### src/rtl/alu_pkg.sv
// rtl/alu_pkg.sv - shared ALU op codes, legality check, flag indices and arbiter states
package alu_pkg;

  typedef enum logic [3:0] {
    OP_ADD  = 4'b0000,
    OP_SUB  = 4'b0001,
    OP_AND  = 4'b0010,
    OP_OR   = 4'b0011,
    OP_SLT  = 4'b0101,
    OP_SLL  = 4'b0110,
    OP_SRL  = 4'b0111,
    OP_XOR  = 4'b1000,
    OP_SLTU = 4'b1001
  } alu_op_e;

  localparam int FLAG_N = 3;
  localparam int FLAG_Z = 2;
  localparam int FLAG_C = 1;
  localparam int FLAG_V = 0;

  typedef enum logic {
    ARB    = 1'b0,
    LOCKED = 1'b1
  } arb_state_e;

  function automatic logic alu_op_legal(input logic [3:0] op);
    case (op)
      OP_ADD, OP_SUB, OP_AND, OP_OR, OP_SLT,
      OP_SLL, OP_SRL, OP_XOR, OP_SLTU: return 1'b1;
      default:                         return 1'b0;
    endcase
  endfunction

endpackage

### src/rtl/alu_rr_pick.sv
// rtl/alu_rr_pick.sv - round-robin picker: first request at or after the pointer, wrapping
module alu_rr_pick #(
  parameter  int N_REQ = 2,
  localparam int IDX_W = $clog2(N_REQ)
) (
  input  logic [N_REQ-1:0] i_req,
  input  logic [IDX_W-1:0] i_ptr,
  output logic [N_REQ-1:0] o_grant,
  output logic [IDX_W-1:0] o_idx,
  output logic             o_any
);

  logic [IDX_W:0]   w_sum;
  logic [IDX_W-1:0] w_j;

  always_comb begin
    o_grant = '0;
    o_idx   = '0;
    o_any   = 1'b0;
    w_sum   = '0;
    w_j     = '0;
    for (int k = 0; k < N_REQ; k++) begin
      // pointer is always < N_REQ, so one conditional subtract is enough to wrap
      w_sum = {1'b0, i_ptr} + (IDX_W+1)'(k);
      if (w_sum >= (IDX_W+1)'(N_REQ)) w_sum = w_sum - (IDX_W+1)'(N_REQ);
      w_j = w_sum[IDX_W-1:0];
      if (!o_any && i_req[w_j]) begin
        o_any      = 1'b1;
        o_idx      = w_j;
        o_grant[w_j] = 1'b1;
      end
    end
  end

endmodule

### src/rtl/alu_share_arbiter.sv
// rtl/alu_share_arbiter.sv - round-robin share of one combinational ALU with a one-deep response register
// Optional requester lock for multi-word sequences: ALU_ARB_LOCK_EN.
module alu_share_arbiter
  import alu_pkg::*;
#(
  parameter  int N_REQ  = 2,
  parameter  int DATA_W = 32,
  parameter  int OP_W   = 4,
  parameter  int TAG_W  = 4,
  localparam int IDX_W  = $clog2(N_REQ)
) (
  input  logic                clk,
  input  logic                rst_n,
  input  logic [N_REQ-1:0]    i_req_valid,
`ifdef ALU_ARB_LOCK_EN
  input  logic [N_REQ-1:0]    i_req_lock,
`endif
  output logic [N_REQ-1:0]    o_req_ready,
  input  logic [N_REQ*OP_W-1:0]   i_req_op,
  input  logic [N_REQ*DATA_W-1:0] i_req_a,
  input  logic [N_REQ*DATA_W-1:0] i_req_b,
  input  logic [N_REQ*TAG_W-1:0]  i_req_tag,
  output logic [OP_W-1:0]     o_alu_ctrl,
  output logic [DATA_W-1:0]   o_alu_a,
  output logic [DATA_W-1:0]   o_alu_b,
  input  logic [DATA_W-1:0]   i_alu_result,
  input  logic [3:0]          i_alu_flags,
  output logic                o_rsp_valid,
  input  logic                i_rsp_ready,
  output logic [IDX_W-1:0]    o_rsp_id,
  output logic [TAG_W-1:0]    o_rsp_tag,
  output logic [DATA_W-1:0]   o_rsp_result,
  output logic [3:0]          o_rsp_flags,
  output logic                o_rsp_err
);

  logic [IDX_W-1:0]  r_rr_ptr;
  logic [OP_W-1:0]   r_alu_ctrl;
  logic [DATA_W-1:0] r_alu_a;
  logic [DATA_W-1:0] r_alu_b;
  logic              r_rsp_valid;
  logic [IDX_W-1:0]  r_rsp_id;
  logic [TAG_W-1:0]  r_rsp_tag;
  logic [DATA_W-1:0] r_rsp_result;
  logic [3:0]        r_rsp_flags;
  logic              r_rsp_err;

  logic [N_REQ-1:0]  w_pick_onehot;
  logic [IDX_W-1:0]  w_pick_idx;
  logic              w_pick_any;
  logic [IDX_W-1:0]  w_holder;
  logic              w_locked;
  logic [IDX_W-1:0]  w_gidx;
  logic [IDX_W-1:0]  w_ptr_next;
  logic              w_slot_free;
  logic              w_grant;
  logic              w_legal;
  logic [OP_W-1:0]   w_op;
  logic [DATA_W-1:0] w_a;
  logic [DATA_W-1:0] w_b;
  logic [TAG_W-1:0]  w_tag;

  alu_rr_pick #(.N_REQ(N_REQ)) u_pick (
    .i_req   (i_req_valid),
    .i_ptr   (r_rr_ptr),
    .o_grant (w_pick_onehot),
    .o_idx   (w_pick_idx),
    .o_any   (w_pick_any)
  );

`ifdef ALU_ARB_LOCK_EN
  arb_state_e       r_state;
  logic [IDX_W-1:0] r_holder;

  assign w_locked = (r_state == LOCKED);
  assign w_holder = r_holder;

  always_ff @(posedge clk or negedge rst_n) begin
    if (!rst_n) begin
      r_state  <= ARB;
      r_holder <= '0;
    end else begin
      case (r_state)
        ARB: begin
          if (w_grant && i_req_lock[w_gidx]) begin
            r_state  <= LOCKED;
            r_holder <= w_gidx;
          end
        end
        LOCKED: begin
          // release on the holder's final (unlocked) transfer, or when it walks away idle
          if (!i_req_lock[r_holder] && (w_grant || !i_req_valid[r_holder])) r_state <= ARB;
        end
        default: r_state <= ARB;
      endcase
    end
  end
`else
  assign w_locked = 1'b0;
  assign w_holder = '0;
`endif

  assign w_slot_free = !r_rsp_valid || i_rsp_ready;
  assign w_gidx      = w_locked ? w_holder : w_pick_idx;
  assign w_grant     = rst_n && w_slot_free && (w_locked ? i_req_valid[w_holder] : w_pick_any);

  always_comb begin
    o_req_ready = '0;
    if (w_grant) begin
      if (w_locked) o_req_ready[w_holder] = 1'b1;
      else          o_req_ready = w_pick_onehot;
    end
  end

  assign w_op    = i_req_op [w_gidx*OP_W   +: OP_W];
  assign w_a     = i_req_a  [w_gidx*DATA_W +: DATA_W];
  assign w_b     = i_req_b  [w_gidx*DATA_W +: DATA_W];
  assign w_tag   = i_req_tag[w_gidx*TAG_W  +: TAG_W];
  assign w_legal = alu_op_legal(w_op);

  assign w_ptr_next = (w_gidx == IDX_W'(N_REQ-1)) ? '0 : w_gidx + IDX_W'(1);

  // ALU sees the granted operands in the grant cycle; otherwise it keeps the last op
  assign o_alu_ctrl = w_grant ? w_op : r_alu_ctrl;
  assign o_alu_a    = w_grant ? w_a  : r_alu_a;
  assign o_alu_b    = w_grant ? w_b  : r_alu_b;

  always_ff @(posedge clk or negedge rst_n) begin
    if (!rst_n) begin
      r_rr_ptr     <= '0;
      r_alu_ctrl   <= '0;
      r_alu_a      <= '0;
      r_alu_b      <= '0;
      r_rsp_valid  <= 1'b0;
      r_rsp_id     <= '0;
      r_rsp_tag    <= '0;
      r_rsp_result <= '0;
      r_rsp_flags  <= '0;
      r_rsp_err    <= 1'b0;
    end else if (w_grant) begin
      r_alu_ctrl   <= w_op;
      r_alu_a      <= w_a;
      r_alu_b      <= w_b;
      r_rsp_valid  <= 1'b1;
      r_rsp_id     <= w_gidx;
      r_rsp_tag    <= w_tag;
      r_rsp_result <= w_legal ? i_alu_result : '0;
      r_rsp_flags  <= w_legal ? i_alu_flags  : 4'b0000;
      r_rsp_err    <= !w_legal;
      if (!w_locked) r_rr_ptr <= w_ptr_next;
    end else if (i_rsp_ready) begin
      r_rsp_valid  <= 1'b0;
    end
  end

  assign o_rsp_valid  = r_rsp_valid;
  assign o_rsp_id     = r_rsp_id;
  assign o_rsp_tag    = r_rsp_tag;
  assign o_rsp_result = r_rsp_result;
  assign o_rsp_flags  = r_rsp_flags;
  assign o_rsp_err    = r_rsp_err;

endmodule
### config.mk
export PLATFORM = sky130hd
export DESIGN_NAME = alu_share_arbiter
export DESIGN_NICKNAME = d
export VERILOG_FILES = /design/src/rtl/alu_pkg.sv /design/src/rtl/alu_rr_pick.sv /design/src/rtl/alu_share_arbiter.sv
export SDC_FILE = /design/constraint.sdc
export NUM_CORES = 1
export LEC_CHECK = 0
export BUFFER_PORTS_ARGS = -buffer_cell sky130_fd_sc_hd__buf_2
export CAP_MARGIN = 40
export CORE_MARGIN = 3
export CORE_UTILIZATION = 45
export CTS_CLUSTER_DIAMETER = 80
export CTS_CLUSTER_SIZE = 8
export DETAILED_ROUTE_END_ITERATION = 8
export PLACE_DENSITY = 0.77
export SLEW_MARGIN = 15
export SYNTH_ARGS = -nofsm -noshare
export SYNTH_HDL_FRONTEND = slang
export SYNTH_SLANG_ARGS = --single-unit
export TNS_END_PERCENT = 30
### constraint.sdc
create_clock -name clk -period 2 [get_ports clk]
set_input_delay 0.1 -clock clk [delete_from_list [all_inputs] [get_ports clk]]
set_output_delay 0.1 -clock clk [all_outputs]
set_load 0.02 [all_outputs]
======== Word-level counts from Yosys, hierarchy flattened ========
Memory sizes are Yosys's and may differ from the RTL's.
Cells that the tools add are included.
cells by class
  add/subtract/negate cells ............... 4
  magnitude comparators ................... 6
  shift operators ......................... 4
  muxes and demuxes ....................... 25
  bitwise operators ....................... 1
  reduce and logical (&&, ||, !) cells .... 10
operator list
  operator             number
  $shiftx 64x7->32     2
  $mux 32              3
  $shiftx 8x4->4       2
  $mux 1               15
  $mux 4               2
  $mux 2               3
  $logic_and 1x1->1    5
  $lt 1x2->1 const B   2
  $logic_not 1->1      3
  $add 1x1->2 const B  1
  $demux 1 s1          2
  $ge 1x1->1 const B   2
  $ge 1x2->1 const B   1
  $ge 2x2->1 const B   1
  $or 2x2->2           1
  $reduce_bool 2->1    1
  $sub 1x1->1 const B  2
  $add 1x1->1 const B  1
  $logic_or 1x1->1     1
storage, ports and cells
  flip-flop bits (word level) ............. 112
  ROM bits ................................ 16
  input port bits ......................... 185
  output and inout port bits .............. 113
  word-level logic and storage cells ...... 61
  memories kept ........................... 1
memory list
  memory           depth  bits a word  read ports  clocked after memory_dff  wr ports  line           source
  (no name shown)  16     1            1           0                         0         alu_pkg.sv:27  case (op)

======== Longest topological paths before layout ========
An unclocked memory read counts as a cell.
  word-level depth ........................ 11
  mapped depth ............................ 6
  depth with buffers taken out ............ 3

======== Cells and area by module ========
From an unflattened synthesis, not the netlist that was laid out.
second synthesis, totals
  cell total of the unflattened synthesis .. 497
  area, all modules ....................... 5096.1 um2
by module, submodules not included
  module             instances  cells an instance  area each (um2)  seq. area each (um2)
  alu_share_arbiter  1          492                5063.6           2802.7
  alu_rr_pick        1          5                  32.5             0.0

======== Worst setup path after synthesis ========
Ideal clock, no wire load.
  path type ............................... reg2reg
  start ................................... register r_rsp_valid, in the netlist o_rsp_valid
  end ..................................... register r_alu_ctrl[0]
  library setup time ...................... 175 ps
  data arrival time ....................... 1576 ps
  data required time ...................... 1825 ps
  setup slack ............................. 248 ps
  stages on the path, launching flop included .. 7
  path buffers ............................ 3
  period minus slack after synthesis ...... 1752 ps
  cell sequence ........................... dfrtp_1 -> nand2b_1 -> clkbuf_1 -> buf_2 -> buf_2 -> a31oi_1 -> a31oi_1
between the ends
  longest elaborated chain between the ends .. 5
ends and longest elaborated chain
  element                         line                      source
  start: declaration              alu_share_arbiter.sv:41   logic r_rsp_valid;
  start signal: assignment        alu_share_arbiter.sv:134  r_rsp_valid <= 1'b0;
  start signal: assignment        alu_share_arbiter.sv:144  r_rsp_valid <= 1'b1;
  start signal: assignment        alu_share_arbiter.sv:152  r_rsp_valid <= 1'b0;
  $logic_not 1->1                 alu_share_arbiter.sv:103  assign w_slot_free = !r_rsp_valid || i_rsp_ready;
  $logic_or 1x1->1                alu_share_arbiter.sv:103
  $logic_and 1x1->1 (2 in a row)  alu_share_arbiter.sv:105  assign w_grant = rst_n && w_slot_free && (w_locked ? i_req_valid[w_holder] : w_pick_any);
  $mux 4                          n/a
  via o_alu_ctrl[0]               alu_share_arbiter.sv:23   output logic [OP_W-1:0] o_alu_ctrl,
  end signal: assignment          alu_share_arbiter.sv:141  r_alu_ctrl <= w_op;
  end: declaration                alu_share_arbiter.sv:38   logic [OP_W-1:0] r_alu_ctrl;
The timed path passes the listed nets, and every way through them passes these cells.
A chain may end at the register's enable or synchronous reset.

======== Worst setup path in the final report ========
  start ................................... register r_rr_ptr
  end ..................................... output o_alu_b[22]
between the ends
  longest elaborated chain between the ends .. 10
  elaborated cells on any way between the ends .. 20
  those cells by class .................... add/sub: 3; order compare: 2; shift: 1; mux: 11; reduce/logical: 3
ends and longest elaborated chain
  element                                                       line                                                source
  start: declaration                                            alu_share_arbiter.sv:37                             logic [IDX_W-1:0] r_rr_ptr;
  start signal: assignment                                      alu_share_arbiter.sv:150                            if (!w_locked) r_rr_ptr <= w_ptr_next;
  $ge 1x2->1 / $sub 1x1->1 (equally long branches)              alu_rr_pick.sv:25                                   if (w_sum >= (IDX_W+1)'(N_REQ)) w_sum = w_sum - (IDX_W+1)'(N_REQ);
  $mux 1                                                        alu_rr_pick.sv:25
  $mux 1 (implied by the code) (2 in a row)                     alu_rr_pick.sv:27                                   if (!o_any && i_req[w_j]) begin
  $mux 1                                                        alu_rr_pick.sv:27
  $logic_not 1->1                                               alu_rr_pick.sv:27
  $logic_and 1x1->1                                             alu_rr_pick.sv:27
  $mux 1                                                        alu_rr_pick.sv:27
  $shiftx 64x7->32 / $logic_and 1x1->1 (equally long branches)  alu_share_arbiter.sv:117, alu_share_arbiter.sv:105
  $mux 32 *                                                     alu_share_arbiter.sv:126                            assign o_alu_b = w_grant ? w_b : r_alu_b;
  end: declaration                                              alu_share_arbiter.sv:25                             output logic [DATA_W-1:0] o_alu_b,
Every way passes the cells marked *; elsewhere a longest branch is shown, timed or not. The select of a mux whose other input is x is not followed.

==> out/metrics.cfg <==
[run_status]
status = complete, but fails checks
violations = setup timing

[clock_tree]
clk-insertion-delay-late_ns = 0.35
cts_root_buffer = clkbuf_16
htreeDepth = 3
clockBufferDepth = 2
cts_tree = built
clk_pin_slew_ns = 0.07
cts_buffers = 9
cts_sinks = 112

[drt]
vias = 6049
detail-route-antenna-nets = 0
drtIter0Drc = 720
drc = 0
wirelength_mm = 20.5
wire_per_inst_um = 20.2
via_per_inst = 5.97
drtPass1Iterations = 5

[floorplanning]
die-area_um2 = 13500
io_pins = 298
die_w_um = 116
coreArea_um2 = 11700
die_h_um = 116
num_rows = 39
start_util = 0.469

[hold_path]
hp-class = in2reg
min_from = i_req_b[28]

[finish]
regArea_um2 = 2800
multiInputGateArea_um2 = 1890
area_growth_pct = 50.1
layout-drive-gt1-share = 0.408
fill_cells = 871
finalInstanceArea_um2 = 8210
nets = 1048

[synthesis]
synth_cell_type_count = 27
synth_nets = 711
syn_area_um2 = 5470
synth_seq_cells = 112
synth.avg_cell_area_um2 = 10.4
syn_inst = 526
yosysSeqAreaShare = 0.512
ys.warnings.count = 0

[pwr]
max-vdd-ir-drop_mv = 0.730
leakagePower_nw = 4.17
powerDensity_nw_per_um2 = 901

[setup_path]
endpoint_kind = output pin
critPathLaunch = r_rr_ptr$_DFFE_PN0N_
cpPeakStageDelay_ns = 0.41
reg2reg_slack_ns = 0.01
r2r_start = r_rr_ptr$_DFFE_PN0N_
critPathKind = reg2out
startpoint_type = flop
cp_cell_sequence = nand2b_4 > and4_4 > buf_12 > a221o_1 > buf_2
crit_fanout = 44
cp.required_ns = 1.90
cp.arrival_ns = 1.92
slowest_stage = a221o_1

[place]
post_dp_cell_area_um2 = 6980
gp_congestion = 0.816
port_buffers = 297
hpwl_mm = 12.3

[grt]
grt_overflow = 0
grt_pass1_vias = 5958
grt_pass1_wl_mm = 30.1
track_usage = 0.280
grt_max_degree = 83
antenna_found_initial = 1

[timing]
slew_headroom = 0.645
fin_setup_tns_ns = -0.0256
fmax_mhz = 494
max_slew.worst_pin.slew_ns = 0.531
fin_ws_ns = -0.0241
rsz0062_at_grt = true
skew_ns = 0.00535
drv_slew = 0
hold_viol_final = 0
finalSetupViolCount = 3
fin_crit_ns = 2.02
post-route-period-util = 1.01

[job]
max_cap_violations = 0

==> worst paths after layout <==
| path | end | depth (start not counted) |
|---|---|---|
| worst max-delay path | o_alu_b[22] | 5 |
| worst min-delay path | r_alu_b[28]$_DFF_PN0_ | 2 |
| worst max register to register | o_rsp_tag[2]$_DFFE_PN0N_ | 5 |
| worst min register to register | o_rsp_result[13]$_DFFE_PN0N_ | 2 |
| max in group asynchronous | o_rsp_result[16]$_DFFE_PN0N_ | 4 |
| min in group asynchronous | r_rr_ptr$_DFFE_PN0N_ | 2 |
==> stage by stage <==
stage | setup WS (ns) | total power [W] | utilization | hold WS (ns) | cells
after global routing | -0.0699 | 0.00777 | 0.704 | 0.000637 | 1012
after global placement | 0.320 | 0.00527 | 0.598 | -0.0723 | 917
after floorplan | 0.248 | 0.00445 | - | -0.196 | 526
after CTS | 0.00161 | 0.00724 | 0.680 | 0.000270 | 996
after detailed placement | 0.265 | 0.00535 | 0.598 | -0.0716 | 917
final | -0.0241 | 0.00740 | 0.704 | 0.00681 | 1013
==> where the power goes <==
part / internal, W / leakage, nW / switching (W)
logic: 0.00115 / 2.64 / 0.00163
registers: 0.00270 / 1.39 / 0.000173
clock network: 0.000948 / 0.139 / 0.000807
==> worst max-delay path, delay by kind of cell (launching register included) <==
family,cells,cell delay [ns]
buffers and inverters,2,0.34
DFF,1,0.40
AOI/OAI and AO/OA,1,0.41
and+or+nand+nor,2,0.39
==> per-layer routing <==
metal / vias up / GRT usage / share of wire
met5: - / 0 / 0
met4: 0 / 0.121 / 0.039
met3: 62 / 0.0762 / 0.088
met2: 406 / 0.478 / 0.51
met1: 2903 / 0.333 / 0.36
li1: 2678 / - / -
==> cells by family after synthesis <==
kind of cell	synth area share
AO/OA/AOI/OAI	0.288
buffers and inverters	0.145
flip-flops	0.512
AND/OR/NAND/NOR	0.0547
==> placed cells by master, fill, tap and decap left out, drive strengths merged, types with 2 or more instances in the layout <==
cell type / count
buf: 328
dfrtp: 112
inv: 107
a31oi: 76
a221o: 68
dlygate4sd3: 61
nand4: 36
o32ai: 36
clkbuf: 17
nand3: 5
o21ai: 4
diode: 2
nand2b: 2
o21bai: 2
a21oi: 2
o2111a: 2
==> synth_stat cells <==
cell	instances	area, um2
o32ai_2	1	16.3
nor2b_1	1	6.26
o21ai_0	4	20.0
a31oi_1	76	475
o21bai_1	2	15.0
a21oi_1	2	10.0
buf_4	1	7.51
a221o_1	68	681
buf_2	34	170
a31o_2	1	8.76
and3_1	1	6.26
inv_2	1	3.75
buf_6	13	146
and4_4	1	11.3
o2111a_1	2	22.5
inv_1	106	398
nand2_1	1	3.75
nand2b_2	1	8.76
clkbuf_1	18	67.6
nand3_1	5	25.0
nand4_1	36	225
o32ai_1	35	307
or2_1	1	6.26
nand2b_1	1	6.26
o31a_1	1	8.76
dfrtp_1	112	2800
o221a_1	1	11.3
==> sequential cells by signal, summed over array words and instances (netlist names) <==
signal	cells
o_rsp_valid	1
o_rsp_id	1
o_rsp_result	32
r_rr_ptr	1
o_rsp_err	1
r_alu_a	32
o_rsp_tag	4
r_alu_b	32
r_alu_ctrl	4
o_rsp_flags	4
==> timing repair <==
action | CTS | global route
endpoints found under the setup margin | 64 | 66
hold buffers | 63 | 0
cloned | 0 | 5
gates resized for setup | 3 | 26
pin swaps | 12 | 31
buffers inserted | 0 | 11
endpoints found under the hold margin | 141 | 0
==> cell type report <==
cell class | count | area share
Tap cell | 143 | 0.0218
Sequential cell | 112 | 0.341
Inverter | 107 | 0.0489
Clock buffer | 14 | 0.0334
Antenna cell | 2 | 0.000609
Timing Repair Buffer | 392 | 0.322
Clock inverter | 2 | 0.00152
Multi-Input combinational cell | 241 | 0.230
Note: power is estimated with default switching activity, not from simulation.
